## src/rtl/mem_bus_ctrl_pkg.sv

```systemverilog
// ============================================================================
// Module : mem_bus_ctrl_pkg
// Brief  : Shared state encoding and address map for the memory bus controller.
// Rev    : 1.0  initial release
// ============================================================================
`default_nettype none

package mem_bus_ctrl_pkg;

    typedef enum logic [2:0] {
        ST_IDLE     = 3'd0,
        ST_RD       = 3'd1,
        ST_WR_SETUP = 3'd2,
        ST_WR_PULSE = 3'd3,
        ST_WR_HOLD  = 3'd4,
        ST_DONE     = 3'd5
    } state_e;

    localparam logic [31:0] BASE_LO   = 32'h8000_0000;
    localparam logic [31:0] EXT_LO    = 32'h8040_0000;
    localparam logic [31:0] RAM_HI    = 32'h8080_0000;
    localparam logic [31:0] UART_STAT = 32'hBFD0_03FC;
    localparam logic [31:0] UART_DATA = 32'hBFD0_03F8;

    function automatic logic is_base_ram(input logic [31:0] addr);
        return (addr >= BASE_LO) && (addr < EXT_LO);
    endfunction

endpackage

`default_nettype wire

```

## src/rtl/mem_bus_ctrl.sv

```systemverilog
// ============================================================================
// Module : mem_bus_ctrl
// Brief  : Sequences CPU data accesses into multi-cycle SRAM/UART bus cycles,
//          shapes the write strobe, arbitrates BaseRAM and raises stalls.
// Rev    : 1.0  initial release
// ============================================================================
`default_nettype none

module mem_bus_ctrl
    import mem_bus_ctrl_pkg::*;
#(
    parameter int WR_SETUP_CYC = 1,
    parameter int WR_PULSE_CYC = 1,
    parameter int WR_HOLD_CYC  = 1,
    parameter int RD_CYC       = 1,
    parameter int CNT_W        = 3
) (
    input  logic        clk_50M,
    input  logic        rst_n,
    input  logic [31:0] if_addr_i,
    input  logic        if_ce_i,
    output logic [31:0] inst_o,
    output logic        inst_valid_o,
    input  logic        mem_ce_i,
    input  logic        mem_we_i,
    input  logic [31:0] mem_addr_i,
    input  logic [31:0] mem_wdata_i,
    input  logic [3:0]  mem_sel_i,
    output logic [31:0] mem_rdata_o,
    output logic        stall_req_o,
    output logic [31:0] rom_addr_o,
    output logic        rom_ce_o,
    input  logic [31:0] rom_data_i,
    output logic [31:0] ram2_addr_o,
    output logic [31:0] ram2_data_o,
    output logic        ram2_we_o,
    output logic [3:0]  ram2_sel_o,
    output logic        ram2_ce_o,
    input  logic [31:0] ram2_data_i
);

    state_e           state_q, state_d;
    logic [CNT_W-1:0] cnt_q, cnt_d;
    logic [31:0]      req_addr_q;
    logic [31:0]      req_wdata_q;
    logic [3:0]       req_sel_q;
    logic [31:0]      rdata_q;

    logic [CNT_W-1:0] w_limit;
    logic             w_last;
    logic             w_busy;

    always_comb begin
        w_limit = '0;
        case (state_q)
            ST_RD:       w_limit = CNT_W'(RD_CYC - 1);
            ST_WR_SETUP: w_limit = CNT_W'(WR_SETUP_CYC - 1);
            ST_WR_PULSE: w_limit = CNT_W'(WR_PULSE_CYC - 1);
            ST_WR_HOLD:  w_limit = CNT_W'(WR_HOLD_CYC - 1);
            default:     w_limit = '0;
        endcase
    end

    assign w_last = (cnt_q == w_limit);
    assign w_busy = (state_q == ST_RD) || (state_q == ST_WR_SETUP) ||
                    (state_q == ST_WR_PULSE) || (state_q == ST_WR_HOLD);

    always_comb begin
        state_d = state_q;
        cnt_d   = cnt_q + 1'b1;
        case (state_q)
            ST_IDLE: begin
                cnt_d = '0;
                if (mem_ce_i) begin
                    state_d = mem_we_i ? ST_WR_SETUP : ST_RD;
                end
            end
            ST_RD: begin
                if (w_last) begin
                    state_d = ST_DONE;
                    cnt_d   = '0;
                end
            end
            ST_WR_SETUP: begin
                if (w_last) begin
                    state_d = ST_WR_PULSE;
                    cnt_d   = '0;
                end
            end
            ST_WR_PULSE: begin
                if (w_last) begin
                    state_d = ST_WR_HOLD;
                    cnt_d   = '0;
                end
            end
            ST_WR_HOLD: begin
                if (w_last) begin
                    state_d = ST_DONE;
                    cnt_d   = '0;
                end
            end
            ST_DONE: begin
                state_d = ST_IDLE;
                cnt_d   = '0;
            end
            default: begin
                state_d = ST_IDLE;
                cnt_d   = '0;
            end
        endcase
    end

    // Request is captured only on the IDLE exit edge; mem_* changes while busy are ignored.
    always_ff @(posedge clk_50M or negedge rst_n) begin
        if (!rst_n) begin
            state_q     <= ST_IDLE;
            cnt_q       <= '0;
            req_addr_q  <= '0;
            req_wdata_q <= '0;
            req_sel_q   <= '0;
            rdata_q     <= '0;
        end else begin
            state_q <= state_d;
            cnt_q   <= cnt_d;
            if (state_q == ST_IDLE && mem_ce_i) begin
                req_addr_q  <= mem_addr_i;
                req_wdata_q <= mem_wdata_i;
                req_sel_q   <= mem_sel_i;
            end
            if (state_q == ST_RD && w_last) begin
                rdata_q <= ram2_data_i;
            end
        end
    end

    // Bus is parked outside RD/WR_* so UART strobes cannot leak past the access.
    always_comb begin
        ram2_addr_o = '0;
        ram2_data_o = '0;
        ram2_we_o   = 1'b1;
        ram2_sel_o  = 4'hF;
        ram2_ce_o   = 1'b0;
        if (w_busy) begin
            ram2_addr_o = req_addr_q;
            ram2_data_o = req_wdata_q;
            ram2_sel_o  = ~req_sel_q;
            ram2_ce_o   = 1'b1;
            ram2_we_o   = (state_q != ST_WR_PULSE);
        end
    end

    assign stall_req_o  = rst_n & (((state_q == ST_IDLE) & mem_ce_i) | w_busy);
    assign mem_rdata_o  = rdata_q;
    assign rom_addr_o   = if_addr_i;
    assign rom_ce_o     = rst_n & if_ce_i;
    assign inst_o       = rom_data_i;
    assign inst_valid_o = rst_n & if_ce_i & ~(w_busy & is_base_ram(req_addr_q));

endmodule

`default_nettype wire

```

## config.mk

```make
export PLATFORM = sky130hd
export DESIGN_NAME = mem_bus_ctrl
export DESIGN_NICKNAME = d
export VERILOG_FILES = /design/src/rtl/mem_bus_ctrl_pkg.sv /design/src/rtl/mem_bus_ctrl.sv
export SDC_FILE = /design/constraint.sdc
export NUM_CORES = 1
export LEC_CHECK = 0
export BUFFER_PORTS_ARGS = -buffer_cell sky130_fd_sc_hd__buf_2
export CAP_MARGIN = 10
export CORE_AREA = 2 2 130 132
export DETAILED_ROUTE_END_ITERATION = 12
export DIE_AREA = 0 0 132 134
export GPL_TIMING_DRIVEN = 1
export PLACE_DENSITY = 0.64
export SLEW_MARGIN = 30
export SYNTH_ARGS = -nofsm -noshare
export SYNTH_HDL_FRONTEND = slang
export SYNTH_SLANG_ARGS = --single-unit
```

## constraint.sdc

```tcl
create_clock -name clk_50M -period 1.64 [get_ports clk_50M]
set_input_delay 0.328 -clock clk_50M [delete_from_list [all_inputs] [get_ports clk_50M]]
set_output_delay 0.328 -clock clk_50M [all_outputs]
set_load 0.01 [all_outputs]
```

Word level (Yosys, flattened, before mapping)
Cells that the tools add are included.
{"block": "totals", "wordCells": 50, "register_bits": 106}
{"block": "classes", "addsub": 1, "eq_ne": 9, "muxes": 13, "reduce_logical": 11, "n_lt_le_gt_ge": 2, "bitwise_logic": 8}
{"cell": "32-bit two-way mux", "n": 2}
{"cell": "32-bit >= comparator, second input constant", "n": 1}
{"cell": "32-bit < comparator, second input constant", "n": 1}
{"cell": "3-bit two-way mux", "n": 6}
{"cell": "3-bit one-hot mux with 4 select lines", "n": 1}
{"cell": "3-bit by 2-bit equality test with 1-bit output, second input constant", "n": 2}
{"cell": "3-bit logical NOT", "n": 2}
{"cell": "2-bit != test, second input constant", "n": 3}
{"cell": "1-bit bitwise AND", "n": 5}
{"cell": "4-bit two-way mux", "n": 1}
{"cell": "4-bit inverter", "n": 1}
{"cell": "4-bit AND reduction", "n": 1}
{"cell": "4-bit OR reduction", "n": 1}
{"cell": "3-bit by 1-bit adder with 3-bit output, second input constant", "n": 1}
{"cell": "3-bit by 1-bit equality test with 1-bit output, second input constant", "n": 1}
{"cell": "3-bit equality test, second input constant", "n": 1}
{"cell": "1-bit logical AND", "n": 3}
{"cell": "1-bit logical OR", "n": 3}
{"cell": "3-bit by 2-bit != test with 1-bit output, second input constant", "n": 1}
{"cell": "1-bit two-way mux", "n": 2}
{"cell": "2-bit two-way mux", "n": 1}
{"cell": "2-bit by 1-bit != test with 1-bit output, second input constant", "n": 1}
{"cell": "2-bit OR reduction", "n": 1}
{"cell": "1-bit inverter", "n": 1}
{"cell": "1-bit OR", "n": 1}

Depth between registers and ports, before layout
Gate-level depths: netlist of the first run.
{"block": "depth", "ltp_word": 7, "mapped_depth": 6, "ltp_nobuf": 5}

Worst setup path after synthesis of the first run
No wires, ideal clock.
{"block": "synth_path", "path_type": "register to output", "from": "register state_q[1]", "to": "output port ram2_addr_o[26]", "arrival_ns": 1.434, "path_stages_with_launch": 6, "required_ns": 1.312, "slack_ns": -0.122, "path_cell_list": "dfrtp_1 > buf_2 > nor2_1 > xnor2_2 > clkbuf_1 > and2_1"}
{"block": "synth_via", "elab_chain_len": 5}
{"item": "start: declaration", "line": "mem_bus_ctrl.sv:42", "source": "state_e state_q, state_d;"}
{"item": "start signal: assignment", "line": "mem_bus_ctrl.sv:123", "source": "state_q <= state_d;"}
{"item": "3-bit by 1-bit equality test with 1-bit output / 3-bit by 2-bit equality test with 1-bit output (equally long branches)", "line": "mem_bus_ctrl.sv:65", "source": "assign w_busy = (state_q == ST_RD) || (state_q == ST_WR_SETUP) ||"}
{"item": "1-bit logical OR (2 in series)", "line": "mem_bus_ctrl.sv:65"}
{"item": "1-bit logical OR (*)", "line": "mem_bus_ctrl.sv:66", "source": "(state_q == ST_WR_PULSE) || (state_q == ST_WR_HOLD);"}
{"item": "32-bit two-way mux (*)", "line": "mem_bus_ctrl.sv:143", "source": "if (w_busy) begin"}
{"item": "end: declaration", "line": "mem_bus_ctrl.sv:34", "source": "output logic [31:0] ram2_addr_o,"}
Every way passes the cells marked *; elsewhere a longest branch is shown, timed or not.

Worst setup path after layout of the first run
{"block": "layout_path", "from": "register req_addr_q[25]", "to": "output port inst_valid_o"}
{"block": "layout_via", "elab_chain_len": 5}
{"item": "start: declaration", "line": "mem_bus_ctrl.sv:44", "source": "logic [31:0] req_addr_q;"}
{"item": "start signal: assignment", "line": "mem_bus_ctrl.sv:126", "source": "req_addr_q <= mem_addr_i;"}
{"item": "32-bit >= comparator / 32-bit < comparator (equally long branches)", "line": "mem_bus_ctrl_pkg.sv:26", "source": "return (addr >= BASE_LO) && (addr < EXT_LO);"}
{"item": "1-bit logical AND (*)", "line": "mem_bus_ctrl_pkg.sv:26"}
{"item": "1-bit bitwise AND (*)", "line": "mem_bus_ctrl.sv:157", "source": "assign inst_valid_o = rst_n & if_ce_i & ~(w_busy & is_base_ram(req_addr_q));"}
{"item": "1-bit inverter (*)", "line": "mem_bus_ctrl.sv:157"}
{"item": "1-bit bitwise AND (*)", "line": "mem_bus_ctrl.sv:157"}
{"item": "end: declaration", "line": "mem_bus_ctrl.sv:23", "source": "output logic inst_valid_o,"}
Marked as above.

==> impl_metrics.yaml, run 1 <==
drt:
  wl_met1_mm: 5.79
  avgRoutedWirePerCell_um: 19.8
  dr.pass1.iters: 4
  highest_layer: "met4"
  dr_wl_met2_mm: 8.45
  wl_met3_mm: 1.27
  dr_total_vias: 3677
  drc: 0
  final_antenna_net_count: 0
  drtIter0Drc: 98
  drt_wl_total_mm: 16.0
  viasPerCell: 4.54
worst_setup_path:
  ff2ff_setup_slack_ns: -0.22
  worstPathRequired_ns: 1.31
  reg2reg_depth: 7
  r2r_start: "state_q[2]"
  critical_path.max_stage_delay_ns: 0.55
  start_kind: "flip-flop"
  r2r-end: "req_wdata_q[0]"
  end_kind: "output port"
  cp_cell_sequence: "or4_4 > nor3_4 > a41oi_2 > buf_2"
  slowest_stage: "or4_4"
  arrival_ns: 1.69
  crit_type: "flip-flop to output port"
  critPathMaxFanout: 2
yosys:
  netlist_area_um2: 5070
  syn_inst: 397
  synth_area_leaders: "dfrtp_1 52%, mux2_2 18%, buf_4 11%, and2_1 7.9%, mux2_1 4.4%"
  synth.avg_cell_area_um2: 12.8
  synth_top_area_cell: "dfrtp_1"
  ys_seq_area_share_pct: 52.3
  synth_top_area_share_pct: 52.3
  synth.distinct_cells: 28
  ys_ff_latch: 106
  syn_nets: 568
  ys_warn_count: 0
clocking:
  clkTransAtPathRegs_ns: 0.08
  clock_latency_ns: 0.35
  clock_path_buffers: 2
  cts_buffers: 9
  cts_max_level: 3
  cts_tree: "built"
  cts.sinks: 106
  cts-root-buf: "clkbuf_16"
floorplan:
  dieWidth_um: 132
  die_h_um: 134
  die_area_um2: 17700
  pin_count: 338
  rows: 47
  start_util_pct: 31.1
  coreArea_um2: 16300
timing:
  max_freq_mhz: 494
  worst_slack_ns: -0.383
  drv_slew: 0
  fin_skew_ns: 0.00836
  max_slew.worst_pin.slew_ns: 0.784
  fin_crit_sh_pct: 123
  rsz0062_at_grt: "true"
  slew_headroom_pct: 47.7
  hold_viol_final: 0
  min_period_ns: 2.02
  setup-violations-final: 164
cells_and_area:
  final_nets: 756
  final_cell_mix: "193 x buf_2, 105 x dfrtp_1, 99 x mux2_4"
  utilization_pct: 45.9
  drive_gt1_share_pct: 68.3
  area_delta_synth_final_pct: 47.5
  final_cell_area_um2: 7480
  num_antenna_cells: 0
  final_common_cell: "buf_2"
  final.fill_count: 1511
flow_run:
  cap_violations: 0
status:
  status: "finished, violations left"
  violations: "setup timing"
pwr:
  power_leakage_nw: 3.75
  ir_drop_mv: 0.941
  power_mw: 17.8
  power_density_nw_per_um2: 2380
global_route:
  grt_pass1_wl_mm: 22.2
  grt_pass1_vias: 3920
  grt_max_degree: 62
  grt-ovfl-total: 0
  antenna_found_initial: 0
  gr-usage-all-layers_pct: 16.6
placement:
  port_buffers: 209
  placed_area_um2: 5990
  hpwl_mm: 9.85
  gp_congestion: 0.756
min_path:
  min_path_type: "primary input to async pin"
metal layers:
metal	GRT usage, %	vias to the layer above
met5	0	-
met4	8.21	0
met3	5.52	37
met2	29.8	199
met1	17.4	1814
li1	-	1627
cells in the mapped netlist (all sizes together):
cell,count
a21oi,1
a41oi,1
and2,64
and3,3
buf,77
clkbuf,7
dfrtp,106
ha,2
inv,4
mux2,100
mux2i,2
nand2,7
nand2b,2
nand3,2
nor2,4
nor2b,3
nor3,3
nor3b,1
nor4b,1
o21ai,3
o21bai,1
or4,1
or4b,1
xnor2,1
critical path, delay by kind of cell, from the launching register on:
kind                   cells  cell delay, ns
DFF                        1            0.38
and+or+nand+nor            2            0.69
buffers and inverters      1            0.16
AOI/OAI and AO/OA          1            0.13
what timing repair did:
action	in CTS	in global routing
resized for setup	71	111
cloned	9	4
setup endpoints to repair	172	173
pin swaps	1	9
hold buffers	1	0
buffers inserted	11	9
endpoints found under the hold margin	1	0
cells by family after synthesis:
kind of cell	Yosys count	synth area share, %
flip-flops	106	52.3
multiplexers	102	22.6
AND/OR/NAND/NOR	92	11.3
AO/OA/AOI/OAI	6	0.716
XOR/XNOR	1	0.321
adder cells (fa/ha/maj)	2	0.494
buffers and inverters	88	12.3
sequential cells by signal, summed over array words and instances, names as in the netlist:
signal,count
req_addr_q,32
state_q,3
mem_rdata_o,32
cnt_q,3
req_wdata_q,32
req_sel_q,4
report_power, final:
group	leakage [nW]	switching, mW	internal [mW]
Sequential	1.26	0.764	3.94
Clock	0.142	1.01	1.24
Combinational	2.35	4.34	6.51
stage by stage:
step,setup slack [ns],hold WS [ns],instances,setup TNS [ns]
after floorplan,-0.0211,0.0324,397,-0.817
final,-0.383,0.0945,810,-34.84
after global placement,-0.0994,0.369,762,-3.08
after CTS,-0.421,0.0998,798,-31.44
after global routing,-0.476,0.125,810,-48.11
after detailed placement,-0.110,0.382,762,-6.56
worst max-delay path by stage:
stage | cells after the start | to | slack, ns | from
2_1_floorplan | 5 | ram2_addr_o[26] | -0.02 | state_q[1]
3_3_place_gp | 4 | inst_valid_o | -0.1 | req_addr_q[25]
3_5_place_dp | 3 | req_wdata_q[8] | -0.11 | state_q[2]
4_1_cts | 4 | inst_valid_o | -0.42 | req_addr_q[25]
5_1_grt | 7 | ram2_addr_o[10] | -0.48 | state_q[0]
6_report | 4 | inst_valid_o | -0.38 | req_addr_q[25]
final cells by class:
cell class	count	area, µm²	area share [%]
clock inverters	5	62.6	0.837
repair buffers	261	1950	26.1
multi-input cells	203	2280	30.5
well taps	220	275	3.68
clock buffers	11	243	3.25
inverters	4	15.0	0.201
flip-flops and latches	106	2650	35.5
Power figures use the tool's default switching activity.
==> run 2, diff against run 1 <==
Settings changed: ABC_AREA set to 1, CORE_AREA 2 2 130 132 to 2 2 133 135, DIE_AREA 0 0 132 134 to 0 0 135 137.
==> impl_metrics.yaml, run 2 <==
cells_and_area:
  final_nets: 948
  multi_input_area_um2: 1760
  final_common_cell: "buf_2"
  final_cell_mix: "204 x buf_2, 105 x nor2_1, 104 x inv_1, 104 x dfrtp_1, 64 x a21oi_2"
  num_antenna_cells: 0
  area_delta_synth_final_pct: 24.8
  final_cell_area_um2: 6810
  final.fill_count: 1735
  finalNonFillerCells: 1005
  drive_gt1_share_pct: 45.9
  seq_area_um2: 2660
timing:
  min_period_ns: 1.88
  worst_slack_ns: -0.243
  whs_ns: 0.00474
  max_freq_mhz: 531
  fin_crit_sh_pct: 115
  max_slew.worst_pin.slew_ns: 0.529
  drv_slew: 0
  rsz0062_at_grt: "true"
  fin_skew_ns: 0.00840
  hold_viol_final: 0
  slew_headroom_pct: 64.7
  setup-violations-final: 72
clocking:
  clock_path_buffers: 2
  cts_tree: "built"
  clkTransAtPathRegs_ns: 0.07
  cts_buffers: 9
  cts-root-buf: "clkbuf_16"
  cts.sinks: 106
  clock_latency_ns: 0.34
  cts_max_level: 3
placement:
  gp_congestion: 0.744
  hpwl_mm: 8.78
  placed_area_um2: 6250
  port_buffers: 209
  place_inst: 982
status:
  status: "finished, violations left"
  violations: "setup timing"
global_route:
  grt_pass1_vias: 3782
  grt_max_degree: 65
  antenna_found_initial: 0
  grt-ovfl-total: 0
  grt_pass1_wl_mm: 19.1
  gr-usage-all-layers_pct: 13.3
yosys:
  synth_top_area_cell: "dfrtp_1"
  synth_edf_count: 0
  yosysMostFrequentCell: "nor2_1"
  ys_warn_count: 0
  ys_top_cells_by_count: "119 x nor2_1, 106 x dfrtp_1, 104 x inv_1"
  synthArstFlopShare_pct: 100
  ys_seq_area_share_pct: 48.6
  synth_ff_type: "dfrtp_1"
  syn_nets: 797
  synth.distinct_cells: 25
  synth_top_area_share_pct: 48.6
  syn_inst: 626
  ys_ff_latch: 106
  netlist_area_um2: 5460
  synth.avg_cell_area_um2: 8.72
  synth_area_leaders: "dfrtp_1 49%, a21oi_2 10%, buf_4 8.8%, nor2_1 8.2%, inv_1 7.2%"
drt:
  drt_wl_total_mm: 12.4
  dr_total_vias: 4197
  drtIter0Drc: 115
  avgRoutedWirePerCell_um: 12.3
  dr.pass1.iters: 4
  drc: 0
  final_antenna_net_count: 0
  viasPerCell: 4.18
pwr:
  power_mw: 14.7
  pwr-share-seq_pct: 29.1
  ir_drop_mv: 0.859
  power_density_nw_per_um2: 2160
  power_leakage_nw: 3.78
  power_frac_comb_pct: 55.3
  power_switching_mw: 6.07
  swShare_pct: 41.3
  intPower_mw: 8.62
  pwr-share-clk_pct: 15.6
floorplan:
  die_area_um2: 18500
  rows: 48
  dieWidth_um: 135
  coreArea_um2: 17100
  start_util_pct: 32.0
  pin_count: 338
  die_h_um: 137
worst_setup_path:
  slowest_stage: "dfrtp_2"
  end_kind: "output port"
  cp.buffers_inverters: 3
  cpLargestDelayFamily: "flip-flops"
  start_kind: "flip-flop"
  crit_type: "flip-flop to output port"
  critPathMaxFanout: 12
  arrival_ns: 1.55
  cp_cell_sequence: "nor2_4 > nand2_2 > nand2_4 > inv_8 > buf_12 > a21boi_2 > buf_2"
  ff2ff_setup_slack_ns: 0.11
  worstPathRequired_ns: 1.31
  critical_path.max_stage_delay_ns: 0.44
flow_run:
  cap_violations: 0
min_path:
  min_path_type: "primary input to async pin"
-- run 2: cells by family after synthesis --
family	count (synthesis)	synth area share, %
AND/OR/NAND/NOR	214	16.4
buffers and inverters	201	20.5
flip-flops	106	48.6
AO/OA/AOI/OAI	102	13.8
adder cells (fa/ha/maj)	2	0.459
XOR/XNOR	1	0.161
-- run 2: area by class of cell --
cell class	instances	area share, %
tap	225	4.13
clock buffer	11	3.56
timing repair buffer	232	20.4
sequential	106	39.0
clock inverter	3	0.955
inverter	109	6.12
multi-input combinational	319	25.8
-- run 2: final timing paths --
| check | endpoint | depth (start not counted) | startpoint |
|---|---|---|---|
| setup / recovery | stall_req_o | 7 | state_q[0] |
| hold / removal | req_sel_q[3] | 2 | rst_n |
| setup reg to reg | req_addr_q[7] | 8 | state_q[0] |
| hold reg to reg | req_sel_q[3] | 2 | req_sel_q[3] |
| max in group asynchronous | req_addr_q[25] | 2 | rst_n |
| min in group clk_50M | req_sel_q[1] | 3 | mem_sel_i[1] |
-- run 2: power groups by stage --
stage	Sequential [mW]	Clock, mW	Combinational, mW
after floorplan	4.44	0	4.73
after global placement	4.29	0	7.12
after detailed placement	4.30	0	7.24
after CTS	4.28	2.37	8.12
after global routing	4.43	2.46	9.03
final	4.28	2.29	8.12
-- run 2: layer usage --
| layer | wire length (µm) | share of wire (%) | GRT usage, % |
|---|---|---|---|
| met1 | 5410 | 44 | 16.8 |
| met2 | 5440 | 44 | 20.4 |
| met3 | 1160 | 9.4 | 4.52 |
| met4 | 351 | 2.8 | 6.60 |
| met5 | 0 | 0 | 0 |
-- run 2: worst reg2reg max path: stages, from the launching register on --
cell and delay (ns):
dfrtp_2 0.44, nor2_4 0.12, buf_4 0.11, nand2_2 0.05, inv_2 0.10, nand2_8 0.08, buf_12 0.20, nor2_1 0.25
a21oi_2 0.05
-- run 2: timing repair --
action	CTS	global route
hold buffers	1	0
cloned	3	0
buffers inserted	4	2
pin swaps	3	1
gates resized for setup	27	12
endpoints found under the hold margin	2	0
endpoints found under the setup margin	72	73
-- run 2: metrics by stage --
step	setup TNS (ns)	util, %	setup slack, ns
after floorplan	0	-	0.0248
after global placement	-0.00480	36.6	-0.00480
after detailed placement	-0.0137	36.6	-0.0137
after CTS	-15.17	39.6	-0.258
after global routing	-20.42	39.9	-0.329
final	-14.21	39.9	-0.243
==> run 3, diff against run 2 <==
Settings changed: ABC_CLOCK_PERIOD_IN_PS set to 1640, CELL_PAD_IN_SITES_DETAIL_PLACEMENT set to 0, CELL_PAD_IN_SITES_GLOBAL_PLACEMENT set to 1, CORE_AREA 2 2 133 135 to unset, CORE_UTILIZATION set to 27, DIE_AREA 0 0 135 137 to unset, PLACE_DENSITY 0.64 to 0.76.
==> impl_metrics.yaml, run 3 (synthesis results as in run 2) <==
drt:
  avgRoutedWirePerCell_um: 11.9
  final_antenna_net_count: 0
  drc: 0
  dr_total_vias: 4217
  viasPerCell: 4.02
  dr.pass1.iters: 4
  drt_wl_total_mm: 12.5
  drtIter0Drc: 115
clocking:
  clkTransAtPathRegs_ns: 0.07
  clock_latency_ns: 0.35
  cts-root-buf: "clkbuf_16"
  cts_max_level: 3
  cts.sinks: 106
  clock_path_buffers: 2
  cts_buffers: 9
  cts_tree: "built"
timing:
  worst_slack_ns: -0.258
  max_slew.worst_pin.slew_ns: 0.545
  hold_viol_final: 0
  slew_headroom_pct: 63.7
  rsz0062_at_grt: "true"
  drv_slew: 0
  setup_tns_ns: -14.71
  fin_crit_sh_pct: 116
  min_period_ns: 1.90
  setup-violations-final: 72
  whs_ns: 0.00534
  fin_skew_ns: 0.00951
  max_freq_mhz: 527
pwr:
  power_leakage_nw: 3.79
  power_density_nw_per_um2: 2120
  power_mw: 14.6
  ir_drop_mv: 0.606
global_route:
  grt_pass1_wl_mm: 18.9
  grt_pass1_vias: 3808
  antenna_found_initial: 0
  gr-usage-all-layers_pct: 11.9
  grt_max_degree: 65
  grt-ovfl-total: 0
floorplan:
  dieWidth_um: 144
  rows: 51
  die_h_um: 144
  die_area_um2: 20800
  coreArea_um2: 19700
  start_util_pct: 27.8
  pin_count: 338
cells_and_area:
  final.fill_count: 2073
  final_cell_mix: "201 x buf_2, 104 x inv_1, 103 x dfrtp_1"
  num_antenna_cells: 0
  final_cell_area_um2: 6900
  area_delta_synth_final_pct: 26.5
  final_common_cell: "buf_2"
  drive_gt1_share_pct: 48.0
  final_nets: 951
  finalNonFillerCells: 1050
placement:
  hpwl_mm: 9.03
  port_buffers: 209
  place_inst: 1024
  gp_congestion: 0.693
  placed_area_um2: 6330
worst_setup_path:
  crit_top_cell: "nand2_2"
  slowest_stage: "dfrtp_2"
  critical_path.max_stage_delay_ns: 0.44
  ff2ff_setup_slack_ns: 0.17
  critPathMaxFanout: 7
  start_kind: "flip-flop"
  worstPathRequired_ns: 1.31
  arrival_ns: 1.57
  cp_cell_sequence: "inv_2 > nand2_2 > nand2_2 > nand2_4 > buf_4 > buf_8 > a21oi_2 > buf_2"
  crit_type: "flip-flop to output port"
  end_kind: "output port"
status:
  violations: "setup timing"
  status: "finished, violations left"
flow_run:
  cap_violations: 0
min_path:
  min_path_type: "primary input to async pin"
==> run 3: changes by cell type in the layout (fill, tap and decap cells not counted), moves of 3 or more <==
cell,before,now
buf_4,12,16
nor2_2,31,41
nor2_1,105,96
nand2_2,4,7
nand2_1,57,54
buf_2,204,201
==> run 3: area by class of cell <==
type	count	area, µm²	share of cell area, %
clock buffer	12	256	3.72
sequential	106	2660	38.5
clock inverter	4	33.8	0.489
timing repair buffer	235	1420	20.6
inverter	109	417	6.03
multi-input combinational	319	1790	25.9
tap	265	332	4.80
==> run 3: per-layer routing <==
layer	part of all wire (%)	global-route usage (%)
met5	0	0
met4	2.2	5.48
met3	9.8	4.50
met2	44	18.3
met1	43	14.7
==> run 3: path summary, 6_finish.rpt <==
| kind | startpoint | endpoint | cells past startpoint |
|---|---|---|---|
| min in group clk_50M | mem_sel_i[1] | req_sel_q[1] | 3 |
| hold reg to reg | cnt_q[0] | cnt_q[0] | 1 |
| max in group asynchronous | rst_n | req_addr_q[14] | 2 |
| hold / removal | rst_n | req_wdata_q[31] | 2 |
| setup reg to reg | state_q[0] | state_q[0] | 10 |
| setup / recovery | state_q[0] | inst_valid_o | 8 |
==> run 3: repair_timing <==
item,CTS,global route
resized for setup,18,38
hold buffers,1,0
gates cloned,1,2
pin swaps,1,1
endpoints found under the setup margin,72,72
hold endpoints to repair,6,0
buffers inserted,3,3
==> run 3: power breakdown <==
part           total (mW)  switching, mW  internal, mW
Combinational        8.22           4.74          3.48
Sequential           4.29          0.464          3.82
Clock                2.13           1.00          1.13
==> run 3: critical path, delay by kind of cell, from the launching register on <==
family,cells,cell delay [ns]
compound gates,1,0.10
flops,1,0.44
buf+inv,4,0.48
simple gates,3,0.20
==> run 3: metrics by stage <==
| step | utilization [%] | setup slack (ns) |
|---|---|---|
| after floorplan | - | 0.0248 |
| after global routing | 35.1 | -0.335 |
| after global placement | 32.2 | 0.0956 |
| after CTS | 34.2 | -0.284 |
| after detailed placement | 32.2 | 0.0378 |
| final | 35.1 | -0.258 |
